===== config.mk =====
export PLATFORM = sky130hd
export DESIGN_NAME = load_store_unit
export DESIGN_NICKNAME = d
export VERILOG_FILES = /design/src/rtl/load_store_unit.sv
export SDC_FILE = /design/constraint.sdc
export NUM_CORES = 1
export LEC_CHECK = 0
export CORE_MARGIN = 1
export CORE_UTILIZATION = 48
export CTS_CLUSTER_DIAMETER = 60
export DETAILED_ROUTE_END_ITERATION = 8
export PLACE_DENSITY = 0.83
export SYNTH_ARGS = -nofsm -noshare
export SYNTH_HDL_FRONTEND = slang
export SYNTH_SLANG_ARGS = --single-unit

===== constraint.sdc =====
create_clock -name i_clk -period 2.2 [get_ports i_clk]
set_input_delay 0.22 -clock i_clk [delete_from_list [all_inputs] [get_ports i_clk]]
set_output_delay 0.22 -clock i_clk [all_outputs]
set_load 0.01 [all_outputs]

===== src/rtl/load_store_unit.sv =====
// load_store_unit
//   Core-side initiator for the word-wide data memory port. Takes one
//   load/store request from the execute stage, issues word-aligned read/write
//   transactions over a req/ack handshake, performs read-modify-write for
//   sub-word stores, and byte-lane extracts and sign/zero-extends loads.
//   Misaligned accesses, illegal funct3 codes and ack timeouts are reported
//   as faults with no memory request issued for the first two.
//
// Ports
//   i_clk, i_rst        clock (rising edge), synchronous active-high reset
//   i_valid             request strobe, accepted only while o_busy=0
//   i_we                1=store, 0=load
//   i_funct3            RV32I width/sign code
//   i_addr, i_wd        byte address, store data (low bytes for SB/SH)
//   o_rd                extended load result, held until the next accept
//   o_done              one-cycle completion pulse (success or fault)
//   o_busy              high while a request is in flight
//   o_err, o_cause      fault flag and code (01 misaligned, 10 funct3, 11 timeout)
//   o_DM_Addr, o_DM_Wd  word address and write word to memory
//   o_DM_Wen, o_DM_Ren  write/read request, never high together
//   i_DM_Rd, i_DM_ack   read word and memory completion
//
// All outputs are driven straight from registers.

module load_store_unit #(
  parameter int XLEN    = 32,
  parameter int TIMEOUT = 16
) (
  input  logic            i_clk,
  input  logic            i_rst,
  input  logic            i_valid,
  input  logic            i_we,
  input  logic [2:0]      i_funct3,
  input  logic [XLEN-1:0] i_addr,
  input  logic [XLEN-1:0] i_wd,
  output logic [XLEN-1:0] o_rd,
  output logic            o_done,
  output logic            o_busy,
  output logic            o_err,
  output logic [1:0]      o_cause,
  output logic [XLEN-1:0] o_DM_Addr,
  output logic [XLEN-1:0] o_DM_Wd,
  output logic            o_DM_Wen,
  output logic            o_DM_Ren,
  input  logic [XLEN-1:0] i_DM_Rd,
  input  logic            i_DM_ack
);

  typedef enum logic [2:0] {
    ST_IDLE  = 3'd0,
    ST_RD    = 3'd1,
    ST_WR    = 3'd2,
    ST_DONE  = 3'd3,
    ST_FAULT = 3'd4
  } state_t;

  localparam logic [1:0] CAUSE_NONE    = 2'b00;
  localparam logic [1:0] CAUSE_MISALGN = 2'b01;
  localparam logic [1:0] CAUSE_FUNCT3  = 2'b10;
  localparam logic [1:0] CAUSE_TIMEOUT = 2'b11;

  // Counter only needs to reach TIMEOUT-1: the timeout fires on the edge that
  // would have taken it to TIMEOUT.
  localparam int CNT_W = (TIMEOUT > 0) ? $clog2(TIMEOUT + 1) : 1;
  localparam logic [CNT_W-1:0] TO_LAST = CNT_W'((TIMEOUT > 0) ? (TIMEOUT - 1) : 0);

  // funct3 legality: stores only have the three signed widths.
  function automatic logic funct3_legal(input logic we, input logic [2:0] f3);
    logic ok;
    case (f3)
      3'b000, 3'b001, 3'b010: ok = 1'b1;
      3'b100, 3'b101:         ok = ~we;
      default:                ok = 1'b0;
    endcase
    return ok;
  endfunction

  // Halfwords need bit 0 clear, words need bits [1:0] clear.
  function automatic logic misaligned(input logic [2:0] f3, input logic [1:0] lo);
    logic bad;
    case (f3[1:0])
      2'b01:   bad = lo[0];
      2'b10:   bad = |lo;
      default: bad = 1'b0;
    endcase
    return bad;
  endfunction

  // Select the addressed lane of a read word and extend it to XLEN.
  function automatic logic [XLEN-1:0] load_extend(input logic [XLEN-1:0] word,
                                                  input logic [2:0]      f3,
                                                  input logic [1:0]      lo);
    logic [7:0]      byte_v;
    logic [15:0]     half_v;
    logic [XLEN-1:0] res;
    case (lo)
      2'b00:   byte_v = word[7:0];
      2'b01:   byte_v = word[15:8];
      2'b10:   byte_v = word[23:16];
      2'b11:   byte_v = word[31:24];
      default: byte_v = word[7:0];
    endcase
    if (lo[1]) begin
      half_v = word[31:16];
    end else begin
      half_v = word[15:0];
    end
    case (f3)
      3'b000:  res = {{24{byte_v[7]}}, byte_v};
      3'b001:  res = {{16{half_v[15]}}, half_v};
      3'b100:  res = {24'h00_0000, byte_v};
      3'b101:  res = {16'h0000, half_v};
      default: res = word;
    endcase
    return res;
  endfunction

  // Replace the addressed byte/half of the fetched word with the store data.
  function automatic logic [XLEN-1:0] store_merge(input logic [XLEN-1:0] word,
                                                  input logic [XLEN-1:0] wd,
                                                  input logic [2:0]      f3,
                                                  input logic [1:0]      lo);
    logic [XLEN-1:0] res;
    res = word;
    case (f3[1:0])
      2'b00: begin
        case (lo)
          2'b00:   res[7:0]   = wd[7:0];
          2'b01:   res[15:8]  = wd[7:0];
          2'b10:   res[23:16] = wd[7:0];
          2'b11:   res[31:24] = wd[7:0];
          default: res[7:0]   = wd[7:0];
        endcase
      end
      2'b01: begin
        if (lo[1]) begin
          res[31:16] = wd[15:0];
        end else begin
          res[15:0] = wd[15:0];
        end
      end
      default: res = wd;
    endcase
    return res;
  endfunction

  state_t            state_r, state_s;
  logic              we_r, we_s;
  logic [2:0]        funct3_r, funct3_s;
  logic [1:0]        addr_lo_r, addr_lo_s;
  logic [XLEN-1:0]   wd_r, wd_s;
  logic [CNT_W-1:0]  cnt_r, cnt_s;
  logic [XLEN-1:0]   rd_r, rd_s;
  logic              done_r, done_s;
  logic              busy_r, busy_s;
  logic              err_r, err_s;
  logic [1:0]        cause_r, cause_s;
  logic [XLEN-1:0]   dm_addr_r, dm_addr_s;
  logic [XLEN-1:0]   dm_wd_r, dm_wd_s;
  logic              dm_wen_r, dm_wen_s;
  logic              dm_ren_r, dm_ren_s;
  logic              timeout_hit_s;

  // Timeout fires when the counter sits at its last value and ack is still absent.
  always_comb begin
    timeout_hit_s = 1'b0;
    if (TIMEOUT > 0) begin
      timeout_hit_s = (cnt_r == TO_LAST);
    end else begin
      timeout_hit_s = 1'b0;
    end
  end

  // Next-state and next-output logic; every output register is recomputed here.
  always_comb begin
    state_s   = state_r;
    we_s      = we_r;
    funct3_s  = funct3_r;
    addr_lo_s = addr_lo_r;
    wd_s      = wd_r;
    cnt_s     = cnt_r;
    rd_s      = rd_r;
    done_s    = 1'b0;
    err_s     = 1'b0;
    cause_s   = cause_r;
    dm_addr_s = dm_addr_r;
    dm_wd_s   = dm_wd_r;
    dm_wen_s  = 1'b0;
    dm_ren_s  = 1'b0;

    case (state_r)
      ST_IDLE: begin
        if (i_valid) begin
          we_s      = i_we;
          funct3_s  = i_funct3;
          addr_lo_s = i_addr[1:0];
          wd_s      = i_wd;
          dm_addr_s = {i_addr[XLEN-1:2], 2'b00};
          cnt_s     = '0;
          if (!funct3_legal(i_we, i_funct3)) begin
            state_s = ST_FAULT;
            done_s  = 1'b1;
            err_s   = 1'b1;
            cause_s = CAUSE_FUNCT3;
          end else if (misaligned(i_funct3, i_addr[1:0])) begin
            state_s = ST_FAULT;
            done_s  = 1'b1;
            err_s   = 1'b1;
            cause_s = CAUSE_MISALGN;
          end else if (i_we && (i_funct3[1:0] == 2'b10)) begin
            // Full-word store goes straight to the write phase.
            state_s  = ST_WR;
            dm_wen_s = 1'b1;
            dm_wd_s  = i_wd;
          end else begin
            // Loads and sub-word stores both start with a read.
            state_s  = ST_RD;
            dm_ren_s = 1'b1;
          end
        end else begin
          state_s = ST_IDLE;
        end
      end

      ST_RD: begin
        if (i_DM_ack) begin
          if (we_r) begin
            state_s  = ST_WR;
            dm_wen_s = 1'b1;
            dm_wd_s  = store_merge(i_DM_Rd, wd_r, funct3_r, addr_lo_r);
            cnt_s    = '0;
          end else begin
            state_s = ST_DONE;
            rd_s    = load_extend(i_DM_Rd, funct3_r, addr_lo_r);
            done_s  = 1'b1;
            cause_s = CAUSE_NONE;
          end
        end else if (timeout_hit_s) begin
          state_s = ST_FAULT;
          done_s  = 1'b1;
          err_s   = 1'b1;
          cause_s = CAUSE_TIMEOUT;
        end else begin
          dm_ren_s = 1'b1;
          cnt_s    = cnt_r + CNT_W'(1);
        end
      end

      ST_WR: begin
        if (i_DM_ack) begin
          state_s = ST_DONE;
          done_s  = 1'b1;
          cause_s = CAUSE_NONE;
        end else if (timeout_hit_s) begin
          state_s = ST_FAULT;
          done_s  = 1'b1;
          err_s   = 1'b1;
          cause_s = CAUSE_TIMEOUT;
        end else begin
          dm_wen_s = 1'b1;
          cnt_s    = cnt_r + CNT_W'(1);
        end
      end

      ST_DONE:  state_s = ST_IDLE;
      ST_FAULT: state_s = ST_IDLE;
      default:  state_s = ST_IDLE;
    endcase

    busy_s = (state_s != ST_IDLE);
  end

  // State and output registers with synchronous reset.
  always_ff @(posedge i_clk) begin
    if (i_rst) begin
      state_r   <= ST_IDLE;
      we_r      <= 1'b0;
      funct3_r  <= 3'b000;
      addr_lo_r <= 2'b00;
      wd_r      <= '0;
      cnt_r     <= '0;
      rd_r      <= '0;
      done_r    <= 1'b0;
      busy_r    <= 1'b0;
      err_r     <= 1'b0;
      cause_r   <= CAUSE_NONE;
      dm_addr_r <= '0;
      dm_wd_r   <= '0;
      dm_wen_r  <= 1'b0;
      dm_ren_r  <= 1'b0;
    end else begin
      state_r   <= state_s;
      we_r      <= we_s;
      funct3_r  <= funct3_s;
      addr_lo_r <= addr_lo_s;
      wd_r      <= wd_s;
      cnt_r     <= cnt_s;
      rd_r      <= rd_s;
      done_r    <= done_s;
      busy_r    <= busy_s;
      err_r     <= err_s;
      cause_r   <= cause_s;
      dm_addr_r <= dm_addr_s;
      dm_wd_r   <= dm_wd_s;
      dm_wen_r  <= dm_wen_s;
      dm_ren_r  <= dm_ren_s;
    end
  end

  assign o_rd      = rd_r;
  assign o_done    = done_r;
  assign o_busy    = busy_r;
  assign o_err     = err_r;
  assign o_cause   = cause_r;
  assign o_DM_Addr = dm_addr_r;
  assign o_DM_Wd   = dm_wd_r;
  assign o_DM_Wen  = dm_wen_r;
  assign o_DM_Ren  = dm_ren_r;

endmodule


==> summary.txt, run 1 <==
Run status
  • Outcome: finished, final reports clean

Routing
  • Final wirelength: ~23000 microns
  • DRT Pass-1 Iters: 8
  • Via count of the routed design: roughly 7300
  • Final ANT Viol Nets: 0
  • Detailed-route DRC error count: 0
  • Initial DRC count: between 700 and 800
  • Avg WL per Cell: approximately 18 microns
  • Via/cell ratio: 5.831

Yosys
  • Synth top area share: 41.63%
  • Ys async rst share: 0%
  • Post-synthesis mux area share: around 7.0%
  • Ranking of synthesized cells by area: dfxtp_1 (42%), nand2_1 (12%), a21oi_1 (6.6%), a22o_1 (4.0%), mux2_2 (3.0%)
  • Count leader, synth: nand2_1
  • Adder-cell share of the synthesized area: less than 1%
  • Main combinational cell family by area after synthesis: compound AO/OA/AOI/OAI gates
  • Top cells by count, synth: nand2_1 (230), dfxtp_1 (147), a21oi_1 (93)
  • Cells after synthesis: ~860
  • Yosys cell types: ~60
  • Yosys warning count: 0
  • EDFF count, synth: 0
  • Ys flop type: dfxtp_1
  • Post-synthesis compound-gate area fraction: between 20% and 30%
  • Synth Area in Simple Gates: 20.09%
  • Yosys top cell by area: dfxtp_1
  • Seq cells post-synth: ~150
  • Sequential fraction of the synthesis area: roughly two fifths
  • Synth Cell Area: 7069 sq um
  • Syn Area/Cell: 8.182 sq um
  • XOR/XNOR Fraction of Synth Area: less than 1%

Die
  • CORE AREA: around 14000 sq um
  • Ports: roughly 210
  • Die H: around 120 microns
  • Initial Util: roughly 50%
  • Die ar.: 15220 sq um
  • # rows: 43
  • Die Span X: 123.4 microns

Global routing
  • Initial antenna violation count: 0
  • First-pass GRT wire length: 34470 microns
  • Gr usage total: around 30%
  • Busiest grt layer: met2
  • Total gr overflow: 0
  • Met3 usage: ~8.5%
  • M2 GR Usage: about 44%
  • Pin count of the biggest net entering global routing: 70
  • Met1 Use GR: between 30 and 40%
  • Vias in the first global route: 6732

Setup path
  • Slowest stage delay, CP: between 0.9 and 1 ns
  • Crit path max-delay family: simple AND/OR/NAND/NOR gates
  • CP Capture Type: flop
  • Crit-path cells: nor2b_1, a222oi_1, o21ai_0, a22o_1
  • Crit Path Class: flop to flop
  • CP max stage cell: nor2b_1
  • CP Data Arrival Time: 2.42 ns
  • Combined buffer and inverter count along the critical path: 0
  • Critical Path Start Type: flop
  • CP required: about 2.6 ns
  • CP max FO: 16

Cells and area
  • Final Util: between 70% and 80%
  • Nets: between 1000 and 1500
  • Finished Layout Cells: 1246
  • # diodes: 0
  • Fillers: 1168
  • Layout area overhead: 40.90%
  • Share of layout cells above drive strength 1: approximately a tenth

Timing
  • Period minus WS final: 2.044 ns
  • Slew HR: between 10% and 20%
  • Setup-failing EPs final: 0
  • Fin crit share: 92.91%
  • Hold_ws: ~0.21 ns
  • FMAX: 489.2 MHz
  • RSZ-0062 raised after global routing: false
  • Setup Skew: roughly 0.0091 ns
  • Worst-Margin Slew: approximately 1.2 ns
  • Slew Limit Fails: 0
  • Final hold viol count: 0

Clocking
  • H-tree depth: 4
  • TritonCTS Buffers: 17
  • CTS tree: built
  • Hold_buf cts: 0
  • CTS sink count: 147
  • Root Buffer: clkbuf_16
  • Clock Latency Late Sink: between 0.4 and 0.5 ns
  • Clock transition time at the flip-flop clock pins of the worst setup and hold paths: 0.06 ns
  • Longest Clk Path Bufs: 2

Power and ir drop
  • Tot Pwr: 7331 uW
  • PwrDens: approximately 740 nW/um^2
  • LEAKAGE: 0.003752 uW
  • Peak VDD IR: 0.5873 mV

Placement
  • Cells after DPL: 1212
  • Dpl hpwl: approximately 16000 microns
  • Placer Congestion: slightly below 0.9
  • PortBufs: 204

Min path
  • Hold Path Class: input pin to flop

Job
  • Max-cap check violation count: 0
-- kinds of logic (layout without fill, tap and decap cells) --
kind of cell,after synthesis,count (layout)
flops,147,147
fa+ha+maj,4,4
other cells,1,2
compound gates,262,262
buf+inv,79,280
simple gates,326,326
mux,44,44
xor+xnor,1,1
-- path summary, 6_finish.rpt --
check	startpoint	end	slack (ns)	cells past startpoint
hold / removal	i_rst	o_DM_Addr[18]$_SDFFE_PP0P_	0.21	2
hold reg to reg	o_DM_Addr[3]$_SDFFE_PP0P_	o_DM_Addr[3]$_SDFFE_PP0P_	0.45	2
setup / recovery	funct3_r[0]$_SDFFE_PP0P_	o_DM_Wd[23]$_SDFFE_PP0P_	0.16	4
setup reg to reg	funct3_r[0]$_SDFFE_PP0P_	o_DM_Wd[23]$_SDFFE_PP0P_	0.16	4
-- metrics by stage --
stage / area (sq um) / setup TNS [ns] / setup WS, ns
floorplan: 7073 / 0 / 0.4716
global placement: 9321 / 0 / 0.04327
detailed placement: 9321 / -0.2056 / -0.01987
CTS: 9923 / 0 / 0.1473
global route: 9961 / 0 / 0.01886
finish: 9961 / 0 / 0.1560
-- state kept, by name, summed over array words and instances, names as in the netlist --
name       flops
addr_lo_r      2
cnt_r          5
funct3_r       3
o_DM_Addr     30
o_DM_Ren       1
o_DM_Wd       32
o_DM_Wen       1
o_busy         1
o_cause        2
o_done         1
o_err          1
o_rd          32
state_r        3
wd_r          32
we_r           1
-- what timing repair did --
action	in CTS	in global routing
setup buffers	0	2
hold endpoints to repair	0	0
endpoints found under the setup margin	0	3
gates resized for setup	0	2
-- cells in the final DEF (no fill, tap or decap), types with 5 or more instances in the layout --
| cell | n |
|---|---|
| o21ai_0 | 31 |
| a32oi_1 | 8 |
| o21ai_1 | 11 |
| a222oi_1 | 16 |
| a211oi_1 | 17 |
| o22ai_1 | 17 |
| buf_12 | 7 |
| o221ai_1 | 7 |
| a21oi_1 | 92 |
| clkdlybuf4s50_1 | 203 |
| nand2_1 | 228 |
| inv_1 | 6 |
| and3_1 | 8 |
| buf_4 | 31 |
| nor2_1 | 45 |
| mux2_1 | 13 |
| o31ai_1 | 8 |
| a22o_1 | 32 |
| nand3_1 | 5 |
| clkbuf_16 | 17 |
| mux2_2 | 19 |
| nand2b_1 | 9 |
| clkinv_2 | 5 |
| mux2i_1 | 11 |
| dfxtp_1 | 146 |
| and2_1 | 8 |
-- area by class of cell --
class                      count  area [sq um]  area share [%]
clock buffer                  18         439.2           4.409
sequential                   147          2944           29.56
clock inverter                14         162.7           1.633
inverter                       7         26.28          0.2638
timing repair buffer         241          2405           24.14
multi-input combinational    639          3759           37.73
tap                          180         225.2           2.261
-- worst reg2reg max path: cells and delay by family, from the launching register on --
family / cells / cell delay (ns)
simple gates: 1 / 0.96
compound gates: 3 / 0.73
flops: 1 / 0.32
-- layer usage --
| layer | routed length [microns] | vias up |
|---|---|---|
| met2 | 9906 | 421 |
| met5 | 0 | - |
| met3 | 2386 | 83 |
| met4 | 860 | 0 |
| met1 | 9387 | 3314 |
| li1 | - | 3448 |
-- where the power goes --
group          total, uW  switching [uW]  internal, uW
sequential          2920             114          2810
combinational       1460             772           692
clock               2940            1140          1800
Power figures use the tool's default switching activity.
==> inputs of run 2 (changes only) <==
--- a/config.mk
+++ b/config.mk
@@ -9,7 +9,9 @@
 export CORE_UTILIZATION = 48
 export CTS_CLUSTER_DIAMETER = 60
 export DETAILED_ROUTE_END_ITERATION = 8
+export GPL_ROUTABILITY_DRIVEN = 0
 export PLACE_DENSITY = 0.83
+export SKIP_LAST_GASP = 1
 export SYNTH_ARGS = -nofsm -noshare
 export SYNTH_HDL_FRONTEND = slang
 export SYNTH_SLANG_ARGS = --single-unit
==> run 2 against run 1 <==
Effect of this change:
- the run now ends with design-rule violations left
- sequential power about the same
- register-to-register slack lost 0.05 ns
- combinational power about the same
- non-clock buffer count is 5 lower
- critical endpoint is now o_DM_Wd[25]$_SDFFE_PP0P_
==> summary.txt, run 2 (synthesis gave the netlist of run 1 again) <==
Cells and area
  • Nets: 1156 (was 1161)
  • # diodes: 0 (unchanged)
  • Seq. cell area: 2947 sq um (was 2944 sq um)
  • Footprint of the multi-input gates: 3749 sq um (was 3759 sq um)
  • Share of layout cells above drive strength 1: 9.896% (was 10.23%)
  • Fillers: 1124 (was 1168)
  • Layout area overhead: 40.78% (was 40.90%)
  • Design area: 9952 sq um (was 9961 sq um)
  • Most common cell after layout, fill and taps aside: nand2_1 (unchanged)
  • Most frequent cells in the layout: nand2_1 (228), clkdlybuf4s50_1 (203), dfxtp_1 (144) (was nand2_1 (228), clkdlybuf4s50_1 (203), dfxtp_1 (146))

Setup path
  • Crit Path Class: flop to flop (unchanged)
  • R2R Setup Slk: 0.10 ns (was 0.16 ns)
  • Critical Path Start Type: flop (unchanged)
  • CP Capture Type: flop (unchanged)
  • CP max FO: 16 (unchanged)
  • R2R depth: 4 (unchanged)
  • Reg-to-reg critical path startpoint: funct3_r[0]$_SDFFE_PP0P_ (unchanged)
  • CP Data Arrival Time: 2.47 ns (was 2.42 ns)
  • CP required: 2.57 ns (about the same)
  • Worst r2r dst: o_DM_Wd[25]$_SDFFE_PP0P_ (was o_DM_Wd[23]$_SDFFE_PP0P_)

Global routing
  • Gr usage total: 29.67% (was 29.68%)
  • First-pass GRT wire length: 34440 microns (was 34470 microns)
  • Initial antenna violation count: 0 (unchanged)
  • Total gr overflow: 0 (unchanged)
  • Pin count of the biggest net entering global routing: 70 (unchanged)
  • Vias in the first global route: 6738 (was 6732)

Clocking
  • H-tree depth: 4 (unchanged)
  • Cts repair resizes: 0 (unchanged)
  • Clock Latency Late Sink: 0.43 ns (about the same)
  • TritonCTS Buffers: 17 (unchanged)
  • CTS tree: built (unchanged)
  • Longest Clk Path Bufs: 2 (unchanged)
  • CTS sink count: 147 (unchanged)
  • Setup Fix Bufs, Post-CTS: 0 (unchanged)
  • Clock transition time at the flip-flop clock pins of the worst setup and hold paths: 0.06 ns (about the same)
  • Root Buffer: clkbuf_16 (unchanged)
  • Hold_buf cts: 0 (unchanged)

Timing
  • RSZ-0062 raised after global routing: false (unchanged)
  • Final worst setup slack: 0.1040 ns (was 0.1560 ns)
  • FMAX: 477.1 MHz (was 489.2 MHz)
  • Final hold viol count: 0 (unchanged)
  • Slew HR: 11.87% (was 17.62%)
  • Setup-failing EPs final: 0 (unchanged)
  • Slew Limit Fails: 0 (unchanged)
  • Period minus WS final: 2.096 ns (was 2.044 ns)
  • Setup Skew: 0.009334 ns (was 0.009091 ns)
  • Worst-Margin Slew: 1.319 ns (was 1.233 ns)
  • Fin crit share: 95.27% (was 92.91%)

Routing
  • Final wirelength: 22250 microns (was 22540 microns)
  • DRT Pass-1 Iters: 9 (was 8)
  • Detailed-route DRC error count: 1 (was 0)
  • Avg WL per Cell: 17.93 microns (was 18.09 microns)
  • Initial DRC count: 904 (was 799)
  • Via/cell ratio: 5.872 (was 5.831)
  • Via count of the routed design: 7287 (was 7266)
  • Final ANT Viol Nets: 0 (unchanged)

Min path
  • Endpoint of the worst hold-timing path: o_DM_Addr[18]$_SDFFE_PP0P_ (unchanged)
  • Hold Path Class: input pin to flop (unchanged)
  • Worst hold start: i_rst (unchanged)
  • Worst Hold Path Cells: 2 (unchanged)

Die
  • Initial Util: 50.15% (unchanged)
  • CORE AREA: 14100 sq um (unchanged)
  • Die ar.: 15220 sq um (unchanged)
  • # rows: 43 (unchanged)
  • Die Span X: 123.4 microns (unchanged)
  • Ports: 207 (unchanged)
  • Die H: 123.4 microns (unchanged)

Placement
  • Dpl ws: -0.02850 ns (was -0.01987 ns)
  • PortBufs: 204 (unchanged)
  • Dpl hpwl: 15420 microns (was 15660 microns)
  • Cell Area, Placed: 9324 sq um (was 9321 sq um)

Power and ir drop
  • Peak VDD IR: 0.5464 mV (was 0.5873 mV)
  • LEAKAGE: 0.003749 uW (was 0.003752 uW)
  • PwrDens: 746.4 nW/um^2 (was 736.0 nW/um^2)

Run status
  • Outcome: finished with violations (was finished, final reports clean)
  • Violated checks: design-rule violations

Job
  • Max-cap check violation count: 0 (unchanged)
[run 2: changes by cell type in the layout (fill, tap and decap cells not counted), moves of 2 or more]
cell	delta
buf_4	-6
clkinvlp_4	-2
dfxtp_1	-2
dfxtp_2	+2
[run 2: metrics by stage]
step	std cells	power, uW	util, %	TNS, ns	hold WS, ns
floorplan	865	3748	-	0	0.3560
global placement	1209	4369	66.15	0	0.4412
detailed placement	1209	4396	66.15	-0.5312	0.4456
CTS	1241	7447	70.58	0	0.2315
global route	1241	7710	70.60	0	0.2344
finish	1241	7428	70.60	0	0.2392
[run 2: per-layer routing]
metal | track usage (%) | part of all wire, % | up-vias
met1 | 39.86 | 42 | 3370
met2 | 44.83 | 45 | 427
li1 | - | - | 3427
met4 | 14.31 | 3.3 | 0
met3 | 6.642 | 10 | 63
met5 | 0 | 0 | -
[run 2: how the worst max path moves through the flow]
stage	slack, ns	start	depth (start not counted)	to
4_1_cts	0.16	state_r[0]$_SDFF_PP0_	5	o_rd[14]$_SDFFE_PP0P_
5_1_grt	0.0003	funct3_r[0]$_SDFFE_PP0P_	4	o_DM_Wd[25]$_SDFFE_PP0P_
3_3_place_gp	0.05	i_funct3[0]	9	o_DM_Wd[30]$_SDFFE_PP0P_
2_1_floorplan	0.47	addr_lo_r[1]$_SDFFE_PP0P_	6	o_DM_Wd[18]$_SDFFE_PP0P_
6_report	0.10	funct3_r[0]$_SDFFE_PP0P_	4	o_DM_Wd[25]$_SDFFE_PP0P_
3_5_place_dp	-0.03	i_funct3[1]	9	o_DM_Wd[17]$_SDFFE_PP0P_
[run 2: final cells by class]
cell class / count / area share (%)
well taps: 180 / 2.263
multi-input cells: 639 / 37.67
inverters: 7 / 0.2640
flip-flops and latches: 147 / 29.61
clock buffers: 18 / 4.413
clock inverters: 14 / 1.873
repair buffers: 236 / 23.91
[run 2: power breakdown]
part	switching [uW]	internal (uW)	leakage (uW)
Clock	1140	1920	0.000305
Combinational	761	682	0.00224
Sequential	115	2810	0.00120
Total	2020	5410	0.00375
[run 2: worst max-delay path, cell delays in order, from the launching register on]
cell	delay (ns)
dfxtp_1	0.32
nor2b_1	1.02
a222oi_1	0.25
o21ai_0	0.30
a22o_1	0.16
==> inputs of run 3 (changes only) <==
--- a/config.mk
+++ b/config.mk
@@ -6,11 +6,11 @@
 export NUM_CORES = 1
 export LEC_CHECK = 0
 export CORE_MARGIN = 1
-export CORE_UTILIZATION = 48
+export CORE_UTILIZATION = 43
 export CTS_CLUSTER_DIAMETER = 60
 export DETAILED_ROUTE_END_ITERATION = 8
 export GPL_ROUTABILITY_DRIVEN = 0
-export PLACE_DENSITY = 0.83
+export PLACE_DENSITY = 0.79
 export SKIP_LAST_GASP = 1
 export SYNTH_ARGS = -nofsm -noshare
 export SYNTH_HDL_FRONTEND = slang
==> constraint.sdc (replaced) <==
create_clock -name i_clk -period 1.8 [get_ports i_clk]
set_input_delay 0.18 -clock i_clk [delete_from_list [all_inputs] [get_ports i_clk]]
set_output_delay 0.18 -clock i_clk [all_outputs]
set_load 0.01 [all_outputs]
==> run 3 against run 2 <==
Effect of this change:
- the flow finishes with violations (negative setup slack)
- routed wire length up 8.4%
- register-to-register slack worse by 0.12 ns
- hold slack worse by 0.14 ns
- critical endpoint is now o_rd[11]$_SDFFE_PP0P_
- largest cell class unchanged
- global-route usage down 1.6 points
- first-iteration DRC count up 4.2%
- design area up 7.3%
- via count up 2.7%
==> summary.txt, run 3 (synthesis gave the netlist of run 1 again) <==
Run status
  • Outcome: finished with violations (unchanged)
  • Violated checks: negative setup slack (was design-rule violations)

Setup path
  • Worst r2r dst: o_rd[11]$_SDFFE_PP0P_ (was o_DM_Wd[25]$_SDFFE_PP0P_)
  • R2R Setup Slk: -0.02 ns (was 0.10 ns)
  • CP Launch Point: addr_lo_r[1]$_SDFFE_PP0P_ (was funct3_r[0]$_SDFFE_PP0P_)
  • Crit Path Class: flop to flop (unchanged)
  • Critical Path Start Type: flop (unchanged)
  • CP required: 2.11 ns (was 2.57 ns)
  • Reg-to-reg critical path startpoint: addr_lo_r[1]$_SDFFE_PP0P_ (was funct3_r[0]$_SDFFE_PP0P_)
  • CP Data Arrival Time: 2.13 ns (was 2.47 ns)
  • CP Capture Type: flop (unchanged)
  • CP max FO: 8 (was 16)
  • R2R depth: 7 (was 4)

Clocking
  • Hold_buf cts: 0 (unchanged)
  • CTS sink count: 147 (unchanged)
  • TritonCTS Buffers: 17 (unchanged)
  • Root Buffer: clkbuf_16 (unchanged)
  • Clock Latency Late Sink: 0.43 ns (about the same)
  • CTS tree: built (unchanged)
  • Longest Clk Path Bufs: 2 (unchanged)
  • H-tree depth: 4 (unchanged)
  • Clock transition time at the flip-flop clock pins of the worst setup and hold paths: 0.06 ns (about the same)

Routing
  • Avg WL per Cell: 18.14 microns (was 17.93 microns)
  • DRT Pass-1 Iters: 9 (unchanged)
  • Via count of the routed design: 7484 (was 7287)
  • Via/cell ratio: 5.627 (was 5.872)
  • Final wirelength: 24130 microns (was 22250 microns)
  • Initial DRC count: 942 (was 904)
  • Detailed-route DRC error count: 0 (was 1)
  • Final ANT Viol Nets: 0 (unchanged)

Timing
  • Slew Limit Fails: 0 (unchanged)
  • FMAX: 550.2 MHz (was 477.1 MHz)
  • Hold_ws: 0.09678 ns (was 0.2392 ns)
  • Period minus WS final: 1.818 ns (was 2.096 ns)
  • RSZ-0062 raised after global routing: true (was false)
  • Setup Skew: 0.008838 ns (was 0.009334 ns)
  • Worst-Margin Slew: 0.6431 ns (was 1.319 ns)
  • Fin crit share: 101.0% (was 95.27%)
  • TNS Setup: -0.1405 ns (was 0 ns)
  • Final hold viol count: 0 (unchanged)
  • Slew HR: 56.94% (was 11.87%)
  • Final worst setup slack: -0.01754 ns (was 0.1040 ns)
  • Setup-failing EPs final: 14 (was 0)

Global routing
  • Gr usage total: 28.08% (was 29.67%)
  • Pin count of the biggest net entering global routing: 51 (was 70)
  • First-pass GRT wire length: 36240 microns (was 34440 microns)
  • Total gr overflow: 0 (unchanged)
  • Initial antenna violation count: 0 (unchanged)
  • Vias in the first global route: 6893 (was 6738)

Die
  • Die H: 130.2 microns (was 123.4 microns)
  • CORE AREA: 15940 sq um (was 14100 sq um)
  • Initial Util: 44.34% (was 50.15%)
  • # rows: 46 (was 43)
  • Ports: 207 (unchanged)
  • Die Span X: 130.2 microns (was 123.4 microns)
  • Die ar.: 16960 sq um (was 15220 sq um)

Power and ir drop
  • PwrDens: 888.7 nW/um^2 (was 746.4 nW/um^2)
  • LEAKAGE: 0.004101 uW (was 0.003749 uW)
  • Peak VDD IR: 0.7677 mV (was 0.5464 mV)
  • Tot Pwr: 9491 uW (was 7428 uW)

Cells and area
  • Layout area overhead: 51.08% (was 40.78%)
  • Most frequent cells in the layout: nand2_1 (226), clkdlybuf4s50_1 (202), dfxtp_1 (145) (was nand2_1 (228), clkdlybuf4s50_1 (203), dfxtp_1 (144))
  • Finished Layout Cells: 1330 (was 1241)
  • Share of layout cells above drive strength 1: 16.16% (was 9.896%)
  • Most common cell after layout, fill and taps aside: nand2_1 (unchanged)
  • # diodes: 0 (unchanged)
  • Nets: 1211 (was 1156)

Min path
  • Hold Path Class: input pin to flop (unchanged)
  • Worst hold start: i_funct3[1] (was i_rst)
  • Worst Hold Path Cells: 3 (was 2)
  • Endpoint of the worst hold-timing path: funct3_r[1]$_SDFFE_PP0P_ (was o_DM_Addr[18]$_SDFFE_PP0P_)

Placement
  • Cells after DPL: 1295 (was 1209)
  • PortBufs: 204 (unchanged)
  • Dpl hpwl: 17000 microns (was 15420 microns)
  • Dpl ws: -0.4083 ns (was -0.02850 ns)

Job
  • Max-cap check violation count: 0 (unchanged)
==> run 3: cell count changes in the layout (fill, tap and decap cells not counted), moves of 4 or more <==
cell | previous run | this run
buf_4 | 25 | 69
a211oi_1 | 17 | 4
a211oi_2 | 0 | 13
o21ai_0 | 31 | 26
o21ai_1 | 11 | 16
buf_12 | 8 | 12
buf_6 | 0 | 4
clkinv_2 | 5 | 1
==> run 3: worst max-delay path by stage <==
stage                                     endpoint  cells past startpoint  slack, ns
after CTS                 o_DM_Wd[12]$_SDFFE_PP0P_                      7      -0.02
after detailed placement  o_DM_Wd[27]$_SDFFE_PP0P_                      9      -0.41
final                        o_rd[11]$_SDFFE_PP0P_                      7      -0.02
after global routing         o_rd[11]$_SDFFE_PP0P_                      7      -0.07
after floorplan           o_DM_Wd[18]$_SDFFE_PP0P_                      6       0.07
after global placement    o_DM_Wd[30]$_SDFFE_PP0P_                      9      -0.31
==> run 3: area by class of cell <==
type / instances / area, sq um
multi-input combinational: 639 / 3891
clock inverter: 9 / 178.9
timing repair buffer: 291 / 2905
clock buffer: 21 / 460.4
inverter: 7 / 26.28
tap: 216 / 270.3
fill: 1275 / 5263
sequential: 147 / 2948
==> run 3: power breakdown <==
part	internal [uW]	leakage [uW]	switching (uW)
Clock	2520	0.000305	1390
Combinational	999	0.00260	1010
Sequential	3430	0.00120	140
Total	6950	0.00410	2540
==> run 3: layer usage <==
| metal | up-vias | GRT usage [%] | share of wire [%] |
|---|---|---|---|
| li1 | 3546 | - | - |
| met1 | 3503 | 36.49 | 42 |
| met2 | 367 | 43.52 | 45 |
| met3 | 68 | 6.683 | 8.7 |
| met4 | 0 | 13.89 | 3.5 |
| met5 | - | 0 | 0 |
==> run 3: worst max-delay path, cell delays in order, from the launching register on <==
cell     delay (ns)
dfxtp_4        0.37
buf_12         0.13
mux4_2         0.55
a21oi_1        0.30
nor4_4         0.06
buf_4          0.17
nand2_1        0.06
o21ai_1        0.06
==> run 3: per-stage QoR <==
| step | utilization, % | cell area [sq um] |
|---|---|---|
| global route | 66.99 | 10680 |
| floorplan | - | 7073 |
| CTS | 65.72 | 10480 |
| detailed placement | 61.36 | 9782 |
| finish | 66.99 | 10680 |
| global placement | 61.36 | 9782 |
==> run 3: repair_timing <==
item	in CTS	in global routing
buffers inserted	0	3
pin swaps	1	8
resized for setup	8	37
setup endpoints to repair	32	59
cloned	1	1
